$ cat config.mk
export PLATFORM = sky130hd
export DESIGN_NAME = uart_rx_flat
export DESIGN_NICKNAME = d
export VERILOG_FILES = /design/src/rtl/uart_rx_pkg.sv /design/src/rtl/uart_rx_if.sv /design/src/rtl/uart_rx_sync.sv /design/src/rtl/uart_rx.sv /design/src/flat_wrapper.sv
export SDC_FILE = /design/constraint.sdc
export NUM_CORES = 1
export LEC_CHECK = 0
export BUFFER_PORTS_ARGS = -buffer_cell sky130_fd_sc_hd__buf_2
export CAP_MARGIN = 10
export CORE_MARGIN = 8
export CORE_UTILIZATION = 60
export CTS_BUF_LIST = sky130_fd_sc_hd__clkbuf_2
export CTS_CLUSTER_SIZE = 20
export DETAILED_ROUTE_END_ITERATION = 12
export PLACE_DENSITY = 0.81
export REMOVE_ABC_BUFFERS = 1
export SYNTH_ARGS = -nofsm -noshare
export SYNTH_HDL_FRONTEND = slang
export SYNTH_HIERARCHICAL = 1
export SYNTH_SLANG_ARGS = --single-unit
$ cat constraint.sdc
create_clock -name clk -period 3.42 [get_ports clk]
set_input_delay 0.171 -clock clk [delete_from_list [all_inputs] [get_ports clk]]
set_output_delay 0.171 -clock clk [all_outputs]
set_load 0.02 [all_outputs]
$ cat src/rtl/uart_rx_pkg.sv
// Shared UART receiver definitions: FSM state encoding and default frame geometry.
// Latency: n/a (types and constants only).
// Backpressure: n/a.
package uart_rx_pkg;

  localparam int CLKS_PER_BIT_DEF = 16;
  localparam int DATA_BITS_DEF    = 8;

  // Same 3-bit encoding as the transmitter, so state dumps read the same on both ends.
  typedef enum logic [2:0] {
    IDLE  = 3'd0,
    START = 3'd1,
    DATA  = 3'd2,
    STOP  = 3'd3,
    BREAK = 3'd4
  } rx_state_e;

endpackage

$ cat src/rtl/uart_rx_if.sv
// Receiver-side link bundle: serial line in, parallel word plus status pulses out.
// Latency: n/a (wiring only).
// Backpressure: none; the consumer must take data_out while valid is high.
interface uart_rx_if #(
  parameter int DATA_BITS = uart_rx_pkg::DATA_BITS_DEF
);

  logic                 rx;
  logic [DATA_BITS-1:0] data_out;
  logic                 valid;
  logic                 frame_err;
  logic                 busy;

  // Pin/consumer side: drives the line and observes the received word.
  modport master (
    output rx,
    input  data_out, valid, frame_err, busy
  );

  // Receiver side.
  modport slave (
    input  rx,
    output data_out, valid, frame_err, busy
  );

endinterface

$ cat src/rtl/uart_rx_sync.sv
// Two-flop synchroniser for an asynchronous single-bit input, parameterised reset value.
// Latency: 2 clk cycles from input change to q_o.
// Backpressure: none.
module uart_rx_sync #(
  parameter logic RST_VAL = 1'b1
) (
  input  logic clk,
  input  logic rst,
  input  logic d_i,
  output logic q_o
);

  logic s1_q;
  logic s2_q;

  // Metastability filter; resets to the idle level so reset never looks like a start bit.
  always_ff @(posedge clk or posedge rst) begin
    if (rst) begin
      s1_q <= RST_VAL;
      s2_q <= RST_VAL;
    end else begin
      s1_q <= d_i;
      s2_q <= s1_q;
    end
  end

  assign q_o = s2_q;

endmodule

$ cat src/rtl/uart_rx.sv
// UART 8N1 receiver: start-bit detect, mid-bit sampling, LSB-first deserialise, framing check.
// Latency: valid in the cycle after edge 2+H+(DATA_BITS+1)*CLKS_PER_BIT counted from the rx fall.
// Backpressure: none; an unconsumed word is overwritten by the next good frame.
module uart_rx
  import uart_rx_pkg::*;
#(
  parameter int CLKS_PER_BIT = CLKS_PER_BIT_DEF,
  parameter int DATA_BITS    = DATA_BITS_DEF
) (
  input  logic     clk,
  input  logic     rst,
  uart_rx_if.slave rx_if
);

  localparam int CW = $clog2(CLKS_PER_BIT);
  localparam int IW = $clog2(DATA_BITS + 1);

  // Start bit is re-checked half a bit in; data/stop bits are then one full bit apart,
  // which keeps every later sample at mid-bit.
  localparam logic [CW-1:0] HALF_LAST = CW'(CLKS_PER_BIT / 2 - 1);
  localparam logic [CW-1:0] BIT_LAST  = CW'(CLKS_PER_BIT - 1);
  localparam logic [IW-1:0] IDX_LAST  = IW'(DATA_BITS - 1);

  rx_state_e            state_q;
  logic [CW-1:0]        cnt_q;
  logic [IW-1:0]        idx_q;
  logic [DATA_BITS-1:0] shreg_q;
  logic [DATA_BITS-1:0] data_q;
  logic                 valid_q;
  logic                 ferr_q;
  logic                 busy_q;

  logic                 rx_s;
  logic [CW-1:0]        cnt_d;
  logic [IW-1:0]        idx_d;
  logic [DATA_BITS-1:0] shreg_d;

  uart_rx_sync #(.RST_VAL(1'b1)) u_sync (
    .clk (clk),
    .rst (rst),
    .d_i (rx_if.rx),
    .q_o (rx_s)
  );

  assign cnt_d   = cnt_q + 1'b1;
  assign idx_d   = idx_q + 1'b1;
  assign shreg_d = {rx_s, shreg_q[DATA_BITS-1:1]};

  // Frame FSM with bit timer, bit index, shift register and registered status outputs.
  always_ff @(posedge clk or posedge rst) begin
    if (rst) begin
      state_q <= IDLE;
      cnt_q   <= '0;
      idx_q   <= '0;
      shreg_q <= '0;
      data_q  <= '0;
      valid_q <= 1'b0;
      ferr_q  <= 1'b0;
      busy_q  <= 1'b0;
    end else begin
      valid_q <= 1'b0;
      ferr_q  <= 1'b0;
      case (state_q)
        IDLE: begin
          if (!rx_s) begin
            state_q <= START;
            cnt_q   <= '0;
            busy_q  <= 1'b1;
          end
        end
        START: begin
          if (cnt_q == HALF_LAST) begin
            cnt_q <= '0;
            if (!rx_s) begin
              state_q <= DATA;
              idx_q   <= '0;
            end else begin
              // Line went back high before mid-start: treat as a glitch, silently.
              state_q <= IDLE;
              busy_q  <= 1'b0;
            end
          end else begin
            cnt_q <= cnt_d;
          end
        end
        DATA: begin
          if (cnt_q == BIT_LAST) begin
            cnt_q   <= '0;
            shreg_q <= shreg_d;
            idx_q   <= idx_d;
            if (idx_q == IDX_LAST) begin
              state_q <= STOP;
            end
          end else begin
            cnt_q <= cnt_d;
          end
        end
        STOP: begin
          if (cnt_q == BIT_LAST) begin
            cnt_q <= '0;
            if (rx_s) begin
              // Leave at mid-stop so a back-to-back start bit is not missed.
              data_q  <= shreg_q;
              valid_q <= 1'b1;
              state_q <= IDLE;
              busy_q  <= 1'b0;
            end else begin
              ferr_q  <= 1'b1;
              state_q <= BREAK;
            end
          end else begin
            cnt_q <= cnt_d;
          end
        end
        BREAK: begin
          // A held-low line reports one framing error, then waits for idle.
          if (rx_s) begin
            state_q <= IDLE;
            busy_q  <= 1'b0;
          end
        end
        default: begin
          state_q <= IDLE;
          busy_q  <= 1'b0;
        end
      endcase
    end
  end

  assign rx_if.data_out  = data_q;
  assign rx_if.valid     = valid_q;
  assign rx_if.frame_err = ferr_q;
  assign rx_if.busy      = busy_q;

endmodule

$ cat src/flat_wrapper.sv
// flat-port wrapper written by rule: the top's interface ports become plain ports
module uart_rx_flat import uart_rx_pkg::*;
#(
  parameter int CLKS_PER_BIT = CLKS_PER_BIT_DEF,
  parameter int DATA_BITS    = DATA_BITS_DEF
)
  (clk, rst, rx_if_rx, rx_if_data_out, rx_if_valid, rx_if_frame_err, rx_if_busy);
  uart_rx_if #(.DATA_BITS(DATA_BITS)) rx_if_i ();
  input  logic clk;
  input  logic rst;
  input wire logic [$bits(rx_if_i.rx)-1:0] rx_if_rx;
  output wire logic [$bits(rx_if_i.data_out)-1:0] rx_if_data_out;
  output wire logic [$bits(rx_if_i.valid)-1:0] rx_if_valid;
  output wire logic [$bits(rx_if_i.frame_err)-1:0] rx_if_frame_err;
  output wire logic [$bits(rx_if_i.busy)-1:0] rx_if_busy;
  assign rx_if_i.rx = rx_if_rx;
  assign rx_if_data_out = rx_if_i.data_out;
  assign rx_if_valid = rx_if_i.valid;
  assign rx_if_frame_err = rx_if_i.frame_err;
  assign rx_if_busy = rx_if_i.busy;
  uart_rx #(.CLKS_PER_BIT(CLKS_PER_BIT), .DATA_BITS(DATA_BITS)) u_core (.clk(clk), .rst(rst), .rx_if(rx_if_i));
endmodule
==> results_dict.tcl <==
set metrics [dict create \
    status "finished, final reports clean" \
    wl_met3_um 173 \
    hpwl_mm 1.89 \
    reg2reg_from "u_core/cnt_q[0]$_DFFE_PP0P_" \
    maxCapViolations 0 \
    start_kind "flop" \
    grt_max_degree 31 \
    critPathLaunch "u_core/cnt_q[0]$_DFFE_PP0P_" \
    max-slew-margin-rel 0.495 \
    top_layer "met4" \
    cts.sinks 32 \
    initial_core_util 0.637 \
    cp-end-kind "flop" \
    grt_pass1_vias 942 \
    fin_skew_ns 0.0103 \
    grt_antenna_before_repair 0 \
    routedLengthMet1_mm 1.11 \
    die_area_mm2 0.00416 \
    cts_buffers 5 \
    grt_use_total 0.142 \
    dr.pass1.iters 4 \
    num_vias 914 \
    synth_edf_count 0 \
    path_class "flop to flop" \
    setup_violations 0 \
    reg2reg_slack_ns 1.33 \
    cts_htree_levels 2 \
    dpl_cell_area_mm2 0.00148 \
    fp.dieW_um 64.5 \
    multi_input_area_um2 558 \
    tritoncts "done" \
    std_cell_rows 17 \
    grt_pass1_wl_mm 4.43 \
    syn_area_mm2 0.00141 \
    cts_resized 0 \
    power_density_mw_per_mm2 579 \
    final_area_mm2 0.00160 \
    routedWlPerCell_um 16.6 \
    final_nets 136 \
    final_layout_size_suffix_gt1_frac 0.348 \
    synth_cells 111 \
    port_buffers 13 \
    routabilityCongestion 0.808 \
    drc 0 \
    ys_async_sr_fraction 1.00 \
    vdd_ir_drop_max_mv 0.489 \
    clockRootBuffer "clkbuf_2" \
    drt_wl_total_mm 2.66 \
    clock_latency_ns 0.38 \
    clk_pin_slew_worst_paths_ns 0.16 \
    yosys_warnings 6 \
    core-area_mm2 0.00221 \
    final.setup.tns_ns 0 \
    ys_seq_area_frac 0.570 \
    drv_slew 0 \
    ant_nets 0 \
    fillerInstances 162 \
    yosysUniqueCellTypes 38 \
    r2r-end "u_core/rx_if.data_out[2]$_DFFE_PP0P_" \
    ff_latch_area_um2 803 \
    gr-total-overflow 0 \
    met2RoutedLength_mm 1.32 \
    crit_required_ns 3.70 \
    timing.hold.worst.class "input port to async pin" \
    post-route-util 0.723 \
    hold_viol 0 \
    clockBufferDepth 2 \
    area_growth_pct 13.4 \
    r2r_cells 5 \
    power.leakage_nw 0.822 \
    rsz0062_at_grt "no" \
    synth.avg_cell_area_um2 12.7 \
    fin_crit_ns 2.09 \
    post-route-period-util 0.610 \
    worst_pin_slew_ns 0.754 \
    whs_ns 0.322 \
    drt_iter0_drc 29 \
    crit_arrival_ns 2.37 \
    worstPathMaxFanout 9 \
    endpoint "u_core/rx_if.data_out[2]$_DFFE_PP0P_" \
    die_y_um 64.5 \
    cts_hold_buf 2 \
    ys.flop_type "dfrtp_1" \
    antenna_cells 0 \
    synth-seq-cells 32 \
    viasPerCell 5.71 \
    io_pins 14 \
    post_cts_buffers 0 \
    max_freq_mhz 479 \
]
## logic make-up after synthesis
group | after synthesis | share of synthesized area
AO/OA/AOI/OAI | 15 | 0.0719
XOR/XNOR | 1 | 0.00621
flip-flops | 32 | 0.570
AND/OR/NAND/NOR | 34 | 0.137
adder cells (fa/ha/maj) | 3 | 0.0248
buffers and inverters | 9 | 0.0346
multiplexers | 17 | 0.156
## worst min path at each step
stage / from / endpoint / slack, ns / depth (start not counted)
floorplan: rst / u_core/u_sync/q_o$_DFF_PP1_ / 0.08 / 1
global placement: rst / u_core/u_sync/s1_q$_DFF_PP1_ / 0.20 / 2
detailed placement: rst / u_core/u_sync/s1_q$_DFF_PP1_ / 0.21 / 2
CTS: rst / u_core/u_sync/s1_q$_DFF_PP1_ / 0.31 / 3
global route: rst / u_core/u_sync/q_o$_DFF_PP1_ / 0.34 / 3
finish: rst / u_core/state_q[0]$_DFFE_PP0P_ / 0.32 / 3
## synth_stat cells, drive strengths merged, types with 2 or more instances
| library cell | instances | share of area |
|---|---|---|
| o21ai | 3 | 0.011 |
| buf | 2 | 0.016 |
| dfstp | 2 | 0.037 |
| a31oi | 2 | 0.0089 |
| a21oi | 3 | 0.011 |
| nand2 | 9 | 0.024 |
| nand2b | 2 | 0.014 |
| nor2 | 6 | 0.016 |
| nor3 | 3 | 0.014 |
| nand3 | 6 | 0.025 |
| mux2 | 16 | 0.15 |
| dfrtp | 30 | 0.53 |
| and2 | 2 | 0.0098 |
| ha | 2 | 0.018 |
| inv | 6 | 0.016 |
## registers in the layout (all words and copies together), names as in the netlist
signal	count
u_core/idx_q	4
u_core/shreg_q	8
u_core/rx_if.valid	1
u_core/state_q	3
u_core/u_sync/s1_q	1
u_core/u_sync/q_o	1
u_core/rx_if.frame_err	1
u_core/rx_if.data_out	8
u_core/rx_if.busy	1
u_core/cnt_q	4
## routing by layer
layer  global-route usage  up-vias
met5                    0        -
met4                0.114        0
met3               0.0447        8
met2                0.212       25
met1                0.163      448
li1                     -      433
## cells in the final DEF, fill, tap and decap left out, drive strengths merged, types with 2 or more instances in the layout
master / n
nand3: 6
nor3: 3
ha: 2
dfrtp: 30
dlygate4sd3: 2
and2: 2
a31oi: 2
dfstp: 2
nand2b: 2
nand2: 9
mux2: 16
a21oi: 3
o21ai: 3
inv: 6
nor2: 6
buf: 14
clkbuf: 5
## report_power, final
group	leakage (nW)	internal (mW)	switching, mW
combinational	0.361	0.0888	0.0944
clock	0.0390	0.122	0.131
sequential	0.423	0.424	0.0659
total	0.822	0.635	0.291
## area by class of cell
cell class,count,area share
inverter,6,0.0141
timing repair buffer,16,0.0704
multi-input combinational,70,0.349
sequential,32,0.502
tap,28,0.0219
clock inverter,3,0.0266
clock buffer,5,0.0156
## metrics by stage
step / setup slack (ns) / instances / power (mW)
global placement: 1.48 / 149 / 0.653
global route: 1.27 / 160 / 0.973
CTS: 1.34 / 159 / 0.931
finish: 1.33 / 160 / 0.926
floorplan: 1.54 / 108 / 0.620
detailed placement: 1.36 / 149 / 0.670
## critical path: stages, from the launching register on
cell	delay, ns
dfrtp_1	0.44
ha_1	0.24
nand3_2	0.12
or3_4	0.40
or2_1	0.42
mux2_4	0.38
Power figures use the tool's default switching activity.
